### src/rtl/nibble_serial_adder_ctrl.sv
// Serial wide adder: feeds one nibble per cycle through an external 4-bit adder, LSB first.
// Latency NIBBLES+1 edges from Start to Done; Start is ignored while RUN, accepted in IDLE/DONE.
module nibble_serial_adder_ctrl #(
   parameter int NIBBLES = 4
) (
   input  logic                   CLK,
   input  logic                   CLR_n,
   input  logic                   Start,
   input  logic [4*NIBBLES-1:0]   OpA,
   input  logic [4*NIBBLES-1:0]   OpB,
   input  logic                   CinIn,
   output logic                   Busy,
   output logic                   Done,
   output logic [4*NIBBLES-1:0]   Result,
   output logic                   CoutOut,
   output logic [3:0]             AddA,
   output logic [3:0]             AddB,
   output logic                   AddCin,
   input  logic [3:0]             AddSum,
   input  logic                   AddCout
);

   localparam int W  = 4 * NIBBLES;
   localparam int IW = $clog2(NIBBLES + 1);
   localparam logic [IW-1:0] LAST = IW'(NIBBLES - 1);

   typedef enum logic [1:0] {IDLE, RUN, DONE} state_t;

   state_t          state, state_nxt;
   logic [W-1:0]    a_lat, b_lat, sum_q;
   logic [IW-1:0]   idx;
   logic            carry, cout_q;
   logic            accept, last;

   always_ff @(posedge CLK or negedge CLR_n) begin
      if (!CLR_n) state <= IDLE;
      else        state <= state_nxt;
   end

   always_comb begin
      state_nxt = state;
      accept    = 1'b0;
      last      = (idx == LAST);
      Busy      = 1'b0;
      Done      = 1'b0;
      AddA      = 4'h0;
      AddB      = 4'h0;
      AddCin    = 1'b0;
      case (state)
         IDLE: begin
            if (Start) begin
               accept    = 1'b1;
               state_nxt = RUN;
            end
         end
         RUN: begin
            Busy   = 1'b1;
            AddA   = a_lat[{idx, 2'b00} +: 4];
            AddB   = b_lat[{idx, 2'b00} +: 4];
            AddCin = carry;
            if (last) state_nxt = DONE;
         end
         DONE: begin
            Busy = 1'b1;
            Done = 1'b1;
            // Back-to-back: a Start seen here starts the next addition immediately.
            if (Start) begin
               accept    = 1'b1;
               state_nxt = RUN;
            end else begin
               state_nxt = IDLE;
            end
         end
         default: state_nxt = IDLE;
      endcase
   end

   always_ff @(posedge CLK or negedge CLR_n) begin
      if (!CLR_n) begin
         a_lat  <= '0;
         b_lat  <= '0;
         sum_q  <= '0;
         idx    <= '0;
         carry  <= 1'b0;
         cout_q <= 1'b0;
      end else if (accept) begin
         a_lat  <= OpA;
         b_lat  <= OpB;
         carry  <= CinIn;
         idx    <= '0;
         sum_q  <= '0;
         cout_q <= 1'b0;
      end else if (state == RUN) begin
         sum_q[{idx, 2'b00} +: 4] <= AddSum;
         carry                    <= AddCout;
         // Index parks on the last nibble rather than wrapping.
         if (last) cout_q <= AddCout;
         else      idx    <= idx + IW'(1);
      end
   end

   assign Result  = sum_q;
   assign CoutOut = cout_q;

endmodule
### config.mk
export PLATFORM = sky130hd
export DESIGN_NAME = nibble_serial_adder_ctrl
export DESIGN_NICKNAME = d
export VERILOG_FILES = /design/src/rtl/nibble_serial_adder_ctrl.sv
export SDC_FILE = /design/constraint.sdc
export NUM_CORES = 1
export LEC_CHECK = 0
export CAP_MARGIN = 20
export CORE_ASPECT_RATIO = 1.4
export CORE_UTILIZATION = 49
export DETAILED_ROUTE_END_ITERATION = 12
export PLACE_DENSITY = 0.88
export SYNTH_ARGS = -nofsm -noshare
export SYNTH_HDL_FRONTEND = slang
export SYNTH_SLANG_ARGS = --single-unit
### constraint.sdc
create_clock -name CLK -period 2.9 [get_ports CLK]
set_input_delay 0.58 -clock CLK [delete_from_list [all_inputs] [get_ports CLK]]
set_output_delay 0.58 -clock CLK [all_outputs]
set_load 0.1 [all_outputs]
==> reports/metrics.csv <==
metric,value,unit
drc_errors,0,
path_class,flop to primary output,
hold_violations,0,
synth_area,2681,µm²
switching_share,46.89,%
yosysSeqAreaShare,51.33,%
grt_max_degree,33,
tns,0,ns
startpoint_type,flop,
use_met2,40.48,%
cts_buffers,5,
n_antenna_cell,0,
multi_input_area,1206,µm²
cp_max_fo,20,
grtUsageMet3,4.082,%
wl_per_cell,14.54,µm
clkTransAtPathRegs,0.10,ns
slew_violations,0,
reg2reg_depth,6,
grt.met1_usage,25.40,%
drt-total-wl,5963,µm
synth_area_per_cell,9.645,µm²
synth_cells,278,
vdd_drop_max,595.9,µV
p_sw,1.729,mW
die-area,5776,µm²
drt-initial-drc-count,154,
dp_hpwl,4290,µm
post-route-period-util,89.20,%
syn-num-nets,330,
max_slew.worst_pin.slew,0.6736,ns
clk_latency,0.31,ns
drtPass1Iterations,4,
die_w,64.52,µm
numPortBuffers,68,
ys_warn_count,0,
vias_per_cell,5.310,
worstReg2RegStart,idx[1],
synth_cell_types,31,
setup_slack,0.3133,ns
coreArea,5236,µm²
pwr-share-comb,54.2,%
antenna_found_initial,0,
gp_congestion,0.8258,
hold_buffers,0,
setup_viol,0,
final_antenna_net_count,0,
dp_slack,0.4086,ns
fin_hold_ws,0.2907,ns
vias,2177,
utilization,67.81,%
fmax,386.6,MHz
track_usage,22.41,%
rrSetupSlack,0.62,ns
cts_tree,done,
critPathArrivalTime,2.01,ns
power.total,3.688,mW
power_frac_seq,33.6,%
rr_endpoint,Result[3],
syn_to_final_growth,32.43,%
critPathLaunch,idx[0],
grt_setup_unrepaired,false,
p_int,1.959,mW
drive_gt1_share,13.95,%
htreeDepth,2,
fin_nets,395,
min_period,2.587,ns
io_pins,69,
required,2.32,ns
drv_cap,0,
p_leak,1.751,nW
pwr-share-clk,12.2,%
grt_pass1_wl,9770,µm
cts.sinks,55,
layout.cells.most_common,nand2_1,
cts-root-buf,clkbuf_8,
rows,31,
most-common-layout-cells,"110 x nand2_1, 54 x dfrtp_1, 39 x clkdlybuf4s50_1, 25 x buf_4, 15 x a21oi_1",
end_kind,primary output,
clockBufferDepth,2,
power.density,1038,nW/µm²
status,finished clean,
die_height,89.53,µm
relSlewSlack,55.09,%
regArea,1378,µm²
grt.busiest_layer,met2,
grt_pass1_vias,2160,
grt_overflow,0,
synth_seq_cells,55,
fill_cells,420,
initial_utilization,51.21,%
clock_skew,0.007352,ns
hp-class,primary input to async pin,
[worst max-delay path by stage]
stage,endpoint,depth (start not counted)
2_1_floorplan,AddA[0],5
3_3_place_gp,AddB[3],3
3_5_place_dp,AddB[2],3
4_1_cts,AddB[2],3
5_1_grt,AddB[2],3
6_report,AddB[2],3
[through the flow]
stage / instances / cell area [µm²]
after floorplan: 278 / 2681
after global placement: 402 / 3451
after detailed placement: 402 / 3451
after CTS: 410 / 3550
after global routing: 410 / 3551
final: 410 / 3551
[registers in the layout, indices dropped and copies added (netlist names)]
register	flops
CoutOut	1
Result	16
a_lat	16
b_lat	16
carry	1
idx	3
state	2
[what timing repair did]
action | 4_1_cts | 5_1_grt
resized for setup | 0 | 1
buffers inserted | 0 | 0
endpoints found under the setup margin | 0 | 3
[power groups by stage]
| stage | Sequential [mW] | Clock (mW) | Combinational (mW) |
|---|---|---|---|
| after floorplan | 1.29 | 0 | 1.37 |
| after global placement | 1.23 | 0 | 1.95 |
| after detailed placement | 1.25 | 0 | 2.00 |
| after CTS | 1.24 | 0.460 | 2.01 |
| after global routing | 1.28 | 0.486 | 2.14 |
| final | 1.24 | 0.449 | 2.00 |
[layout make-up]
class / instances / share of cell area, %
Sequential cell: 55 / 38.79
Multi-Input combinational cell: 201 / 33.97
Timing Repair Buffer: 74 / 21.49
Clock buffer: 6 / 2.326
Tap cell: 66 / 2.326
Inverter: 6 / 0.6342
Clock inverter: 2 / 0.4581
[synth_stat cells]
master | n | share of area (%)
o21ai_1 | 1 | 0.19
or3_1 | 1 | 0.23
inv_1 | 6 | 0.84
nor3_1 | 1 | 0.19
buf_2 | 2 | 0.37
buf_6 | 1 | 0.42
o2111a_1 | 1 | 0.42
nand4bb_1 | 1 | 0.42
and3_1 | 11 | 2.6
dfrtp_1 | 55 | 51
and4bb_2 | 1 | 0.47
clkbuf_1 | 12 | 1.7
ha_1 | 11 | 5.1
mux2i_1 | 2 | 0.75
a21oi_1 | 15 | 2.8
nand3_1 | 11 | 2.1
o21a_1 | 1 | 0.28
nor2b_1 | 2 | 0.47
nor2_1 | 5 | 0.70
a211o_1 | 1 | 0.33
nand2_1 | 110 | 15
nand2b_1 | 1 | 0.23
a211oi_1 | 2 | 0.56
nand4_1 | 4 | 0.93
mux4_2 | 1 | 0.84
o21ai_0 | 5 | 0.93
buf_8 | 1 | 0.56
xnor2_1 | 1 | 0.33
a32o_1 | 4 | 1.5
mux4_1 | 7 | 6.9
and2_1 | 1 | 0.23
[per-layer routing]
layer / routed length (µm) / share of wire (%) / vias up
met3: 272 / 4.6 / 6
li1: - / - / 1068
met4: 106 / 1.8 / 0
met5: 0 / 0 / -
met2: 3138 / 53 / 64
met1: 2446 / 41 / 1039
[critical path, stage by stage (launching register included)]
cell and delay (ns):
dfrtp_2 0.66, mux4_1 0.63, and3_1 0.23, buf_12 0.17
[logic make-up (layout without fill, tap and decap cells)]
kind of cell	after synthesis	count (layout)	synth area share, %
XOR/XNOR	1	1	0.3267
buffers and inverters	22	88	3.873
multiplexers	10	10	8.446
flip-flops	55	55	51.33
adder cells (fa/ha/maj)	11	11	5.133
AO/OA/AOI/OAI	30	30	6.999
AND/OR/NAND/NOR	149	149	23.89
(Power assumes the default switching activity.)
